--- src/rtl/buffer_consumer.sv ---
`timescale 1ns/1ps
// buffer_consumer
// ---------------
// Pulls words one at a time from an upstream buffer and holds each on data_2
// (with data_2_valid high) for HOLD_TICKS clk cycles so a slow display module
// can pick it up. Also answers a "drain" request with a one-cycle "drained"
// pulse once the consumer is idle and the buffer is empty.
//
// Parameters:
//   HOLD_TICKS   cycles each word is held with data_2_valid high (1..65535)
//
// Ports:
//   clk          consumer clock, rising edge
//   rst          asynchronous, active-high reset
//   buffer_empty buffer has no readable word
//   rd_data      buffer read data, valid the cycle after rd_en
//   drain        request (rising edge) to report the buffer drained
//   rd_en        buffer read strobe, one cycle per word
//   data_2       word presented to the display
//   data_2_valid data_2 currently held for display
//   drained      one-cycle pulse: drain request satisfied
//   word_cnt     words consumed since reset (wraps silently)
//   busy         consumer is not idle
//   checksum     (only with BUFFER_CONSUMER_CHECKSUM_EN) running XOR of
//                captured words, cleared on every drained pulse
//
// Build option: define BUFFER_CONSUMER_CHECKSUM_EN to add the checksum output.

module buffer_consumer #(
  parameter int unsigned HOLD_TICKS = 4
) (
  input  logic        clk,
  input  logic        rst,
  input  logic        buffer_empty,
  input  logic [15:0] rd_data,
  input  logic        drain,
  output logic        rd_en,
  output logic [15:0] data_2,
  output logic        data_2_valid,
  output logic        drained,
  output logic [15:0] word_cnt,
  output logic        busy
`ifdef BUFFER_CONSUMER_CHECKSUM_EN
  ,
  output logic [15:0] checksum
`endif
);

  localparam logic [1:0] S_IDLE = 2'd0;
  localparam logic [1:0] S_REQ  = 2'd1;
  localparam logic [1:0] S_CAPT = 2'd2;
  localparam logic [1:0] S_HOLD = 2'd3;

  localparam logic [15:0] HOLD_LOAD = 16'(HOLD_TICKS - 1);

  logic [1:0]  state;
  logic [15:0] hold_cnt;
  logic        drain_pending;
  logic        drain_q;
  logic        drain_rise;
  logic        drain_done;

  assign rd_en = (state == S_REQ);
  assign busy  = (state != S_IDLE);

  // drain is treated as an edge so a level held for several cycles still
  // counts as one request.
  assign drain_rise = drain & ~drain_q;

  // A request arriving in a cycle that already satisfies the idle/empty
  // condition is honoured directly, without first parking in drain_pending.
  assign drain_done = (drain_pending | drain_rise) & (state == S_IDLE) & buffer_empty;

  always_ff @(posedge clk or posedge rst) begin
    if (rst) begin
      state         <= S_IDLE;
      data_2        <= 16'h0000;
      data_2_valid  <= 1'b0;
      drained       <= 1'b0;
      word_cnt      <= 16'h0000;
      hold_cnt      <= 16'h0000;
      drain_pending <= 1'b0;
      drain_q       <= 1'b0;
    end else begin
      drain_q <= drain;
      drained <= drain_done;

      if (drain_done) begin
        drain_pending <= 1'b0;
      end else if (drain_rise) begin
        drain_pending <= 1'b1;
      end

      case (state)
        S_IDLE: begin
          if (!buffer_empty) begin
            state <= S_REQ;
          end
        end
        S_REQ: begin
          state <= S_CAPT;
        end
        S_CAPT: begin
          data_2       <= rd_data;
          data_2_valid <= 1'b1;
          word_cnt     <= word_cnt + 16'd1;
          hold_cnt     <= HOLD_LOAD;
          state        <= S_HOLD;
        end
        S_HOLD: begin
          // buffer_empty is only looked at in the final hold cycle, so a
          // word that arrives mid-hold is picked up without an idle gap.
          if (hold_cnt == 16'h0000) begin
            data_2_valid <= 1'b0;
            state        <= buffer_empty ? S_IDLE : S_REQ;
          end else begin
            hold_cnt <= hold_cnt - 16'd1;
          end
        end
        default: begin
          state <= S_IDLE;
        end
      endcase
    end
  end

`ifdef BUFFER_CONSUMER_CHECKSUM_EN
  // Clearing on drain_done cannot collide with a capture: drain_done
  // requires S_IDLE.
  always_ff @(posedge clk or posedge rst) begin
    if (rst) begin
      checksum <= 16'h0000;
    end else if (drain_done) begin
      checksum <= 16'h0000;
    end else if (state == S_CAPT) begin
      checksum <= checksum ^ rd_data;
    end
  end
`endif

endmodule

--- config.mk ---
export PLATFORM = sky130hd
export DESIGN_NAME = buffer_consumer
export DESIGN_NICKNAME = d
export VERILOG_FILES = /design/src/rtl/buffer_consumer.sv
export SDC_FILE = /design/constraint.sdc
export NUM_CORES = 1
export LEC_CHECK = 0
export ABC_CLOCK_PERIOD_IN_PS = 2600
export BUFFER_PORTS_ARGS = -buffer_cell sky130_fd_sc_hd__buf_2
export CAP_MARGIN = 15
export CORE_MARGIN = 5
export CORE_UTILIZATION = 53
export CTS_BUF_LIST = sky130_fd_sc_hd__clkbuf_16
export DETAILED_ROUTE_END_ITERATION = 8
export PLACE_DENSITY_LB_ADDON = 0.1
export SLEW_MARGIN = 20
export SYNTH_ARGS = -nofsm -noshare
export SYNTH_HDL_FRONTEND = slang
export SYNTH_SLANG_ARGS = --single-unit
export TNS_END_PERCENT = 1
--- constraint.sdc ---
create_clock -name clk -period 2.6 [get_ports clk]
set_input_delay 0.52 -clock clk [delete_from_list [all_inputs] [get_ports clk]]
set_output_delay 0.52 -clock clk [all_outputs]
set_load 0.02 [all_outputs]
Yosys cells after proc, flatten, opt, wreduce, memory -nomap -nowiden

Cells that the tools add are included.

Register bits after elaboration: 54
Logic and storage cells: 39
Input bits: 20

Equal/unequal tests: 6
Muxes and demuxes: 10
Add/sub/neg operators: 2
Bitwise operators: 5
Reductions and logical operators: 8

Operators by type and width:

| cell                                                 | number |
|---|---|
| one-hot mux 16 bit (2 select lines)                  | 1 |
| adder 16 x 1 -> 16 bit (second input constant)       | 1 |
| logical NOT 16 bit                                   | 1 |
| 2-to-1 mux 16 bit                                    | 1 |
| subtractor 16 x 1 -> 16 bit (second input constant)  | 1 |
| one-hot mux 2 bit (4 select lines)                   | 1 |
| inequality test 2 bit (second input constant)        | 3 |
| AND reduction 2 bit                                  | 3 |
| nonzero test 2 bit                                   | 3 |
| equality test 2 bit (second input constant)          | 2 |
| 2-to-1 mux 1 bit                                     | 4 |
| 2-to-1 mux 2 bit                                     | 2 |
| AND 1 bit                                            | 3 |
| equality test 2 x 1 -> 1 bit (second input constant) | 1 |
| logical NOT 2 bit                                    | 1 |
| one-hot mux 1 bit (2 select lines)                   | 1 |
| inverter 1 bit                                       | 1 |
| bitwise OR 1 bit                                     | 1 |

Logic depth before layout (Yosys ltp)

Depth after elaboration: 6
Mapped depth: 7
Depth with buffers taken out: 6

Worst setup path before layout

Ideal clock, no wire load.

Path type: register to register
From: register hold_cnt[4]
To: register hold_cnt[11]
Slack: 501 ps
Library setup time: 77 ps
Arrival: 2022 ps
Cell stages (with the launch flop): 6
Period minus slack after synthesis: 2099 ps
Cells stage by stage: dfrtp_1 > or4_4 > buf_6 > or4_4 > or3_1 > a21oi_1

Word-level cells in the longest chain between the ends: 3
Elaborated cells between the ends (all ways): 6

Ends and longest elaborated chain:

| what                                                                              | RTL line | RTL |
|---|---|---|
| start, declared                                                                   | 57       | `logic [15:0] hold_cnt;` |
| start signal, assigned                                                            | 117      | `hold_cnt <= hold_cnt - 16'd1;` |
| subtractor 16 x 1 -> 16 bit / logical NOT 16 bit (equally long branches)          | 117, 113 |  |
| 2-to-1 mux 16 bit / inequality test 2 bit (equally long branches)                 | --       |  |
| one-hot mux 16 bit (2 select lines) / AND reduction 2 bit (equally long branches) | --       |  |

Parallel ways exist; a longest one is shown, timed or not. The select of a mux whose other input is x is not followed.
A chain may end at the register's enable or synchronous reset.

Worst setup path in the final report

From: register hold_cnt[0]
To: register state[1]

Word-level cells in the longest chain between the ends: 3

Ends and longest elaborated chain:

| what                            | RTL line | RTL |
|---|---|---|
| logical NOT 16 bit              | 113      | `if (hold_cnt == 16'h0000) begin` |
| inequality test 2 bit (no line) | --       |  |
| AND reduction 2 bit (no line)   | --       |  |
| end signal, assigned            | 115      | `state <= buffer_empty ? S_IDLE : S_REQ;` |
| end, declared                   | 56       | `logic [1:0] state;` |

No other way between the ends.

==> metrics <==
normalized max-slew margin 56.18%; asr flop ratio synth 100.0%; syn nets 240; Final Hold Viols 0; post-synthesis sequential area ratio 54.44%; CP Cell Sequence inv_1 -> ha_1 -> or3b_2 -> o41ai_4 -> buf_4 -> a21oi_1 -> a31o_2; CP Max Fanout 8; FILL cells 361; Area Growth Syn to Fin 19.05%; DP HPWL 3.239 mm; Total Routing Usage GR 15.89%; number of global-route vias before repair 1739; total power 3.488 mW; CTS tree done; Worst Max-Slew Pin Slew 0.6574 ns; power density cells 1180 mW/mm²; die area 0.006152 mm²; P_leak 1.464 nW; Placed Instance Area 0.002814 mm²; Compound-Gate Fraction of Synth Area 7.208%; Placement Setup Slack 0.3428 ns; Post-Synth Simple-Gate Area 15.42%; Final Max Tran Viols 0; fin nets 299; final setup TNS 0 ns; die span in x 78.44 µm; FF+latch count, synth 54; Initial Util 55.86%; clock slew at reported path FFs 0.07 ns; status finished, final reports clean; CTS Buf Count 5; post-cts sizing count 0; CTS sink cnt 54; via density per instance 5.434; first-pass GRT wire length 7.941 mm; CP max stage delay 0.51 ns; # setup viols final 0; number of cell rows 24; Overflow after GRT 0; Post-Synth XOR/XNOR Area 5.292%; crit end category flop; Mapped Area 0.002482 mm²; commonest non-fill, non-tap cell in the layout buf_2; clock buffer depth 2; fin crit period 2.272 ns; number of detailed-route iterations in the first pass 4; top achievable clock speed 0.4401 GHz; DR DRC count 0; routability cong. 0.7634; Post-synth EDFFs 0; core area 0.004444 mm²; Max Cap Viol 0; startpoint class of the critical path flop; pin count of the biggest net entering global routing 55; DR WL/cell 13.96 µm; antenna-violating nets left 0; antenna violations before repair 0; Main synth FF type dfrtp_1; Tcrit/Tclk final 87.39%; DR vias 1766; flip-flop and latch area 0.001351 mm²; Worst VDD drop 799.1 µV; quantity of I/O buffers inserted on ports 55; Post-Syn Area per Cell 11.65 µm²; IO Pins 56; CP max-delay cell or3b_2; clock root buffer clkbuf_16; yosys warns 0; share of post-route cells with drive strength above 1 32.97%; post-CTS setup buffers 0; Final Instance Area 0.002955 mm²; critical setup path kind reg2reg; Critical Path RT 2.78 ns; post-synthesis mux area share 11.34%; Hold Crit Class in2reg; Total Wirelength 4.538 mm; worst path arrival time 2.45 ns; Util after Layout 66.50%; cell count after synthesis 213; CTS hold repair buffers 0; library cells used by synthesis 38; most frequent cells in the layout buf_2, dfrtp_1, nand2_1; Die Span Y 78.44 µm; Layout Skew 0.003692 ns; Setup WS post-layout 0.3279 ns; main combinational cell family by area after synthesis simple AND/OR/NAND/NOR gates; Post-Synth Adder-Cell Area 3.528%; worst skew pair latency 0.28 ns; area occupied by multi-input gates 0.001062 mm²; RSZ-0062 raised after global routing no; diode count 0; H-tree depth 2; First DRT Iteration DRCs 121
layer usage:
metal / track usage [%] / vias to the layer above / routed length, µm
met1: 21.52 / 838 / 2158
met2: 24.74 / 42 / 2066
met3: 5.034 / 4 / 278
met5: 0 / - / 0
met4: 4.545 / 0 / 34
li1: - / 882 / -
state kept, by name, summed over array words and instances, names as in the netlist:
signal and flops:
drain_pending 1, data_2_valid 1, data_2 16, word_cnt 16, hold_cnt 16, drain_q 1, drained 1, state 2
cells in the mapped netlist (2+ instances only):
cell,number,area (µm²)
xor2_1,5,43.79
nand4_1,8,50.05
mux2i_1,9,90.09
a21oi_1,6,30.03
o311ai_0,2,17.52
xnor2_1,10,87.58
or4_1,4,30.03
nor3_1,3,15.01
nand2_1,25,93.84
or3_1,3,18.77
ha_1,7,87.58
nand3_1,2,10.01
nor4_1,6,37.54
dfrtp_1,54,1351
inv_1,10,37.54
o41ai_1,3,26.28
and3_1,3,18.77
nor2_1,11,41.29
buf_1,2,7.510
o211ai_1,2,15.01
nand2b_1,2,12.51
mux2_2,17,191.4
a31o_2,2,17.52
or4_4,2,22.52
clkbuf_1,2,7.510
worst paths after layout:
check,startpoint,to,slack [ns],depth (start not counted)
setup / recovery,hold_cnt[0],state[1],0.33,7
hold / removal,drain,drain_q,0.36,1
setup reg to reg,hold_cnt[0],state[1],0.33,7
hold reg to reg,word_cnt[15],word_cnt[15],0.47,1
max in group asynchronous,rst,word_cnt[3],1.76,3
min in group asynchronous,rst,drain_q,0.40,3
area by class of cell:
cell class,instances,area share (%)
flip-flops and latches,54,45.72
inverters,10,1.270
clock buffers,5,4.234
multi-input cells,143,35.94
repair buffers,58,10.08
well taps,52,2.202
clock inverters,3,0.5504
kinds of logic (layout without fill, tap and decap cells):
| kind of cell | Yosys count | after routing |
|---|---|---|
| simple gates | 73 | 73 |
| flops | 54 | 54 |
| mux | 26 | 26 |
| compound gates | 22 | 22 |
| buf+inv | 16 | 76 |
| xor+xnor | 15 | 15 |
| fa+ha+maj | 7 | 7 |
worst max-delay path, delay by kind of cell (launching register included):
family	cells	cell delay, ns
buffers and inverters	2	0.30
AND/OR/NAND/NOR	1	0.51
adder cells (fa/ha/maj)	1	0.17
AO/OA/AOI/OAI	3	0.78
flip-flops	1	0.41
through the flow:
stage	hold slack (ns)	instances
after floorplan	0.4492	213
after global placement	0.4511	317
after detailed placement	0.4607	317
after CTS	0.3534	325
after global routing	0.3461	325
final	0.3583	325
power breakdown:
part	switching [mW]	leakage [nW]	internal [mW]
Sequential	0.229	0.685	1.13
Combinational	0.863	0.711	0.633
Clock	0.282	0.0672	0.352
No activity file was read; power rests on OpenSTA's default activity.
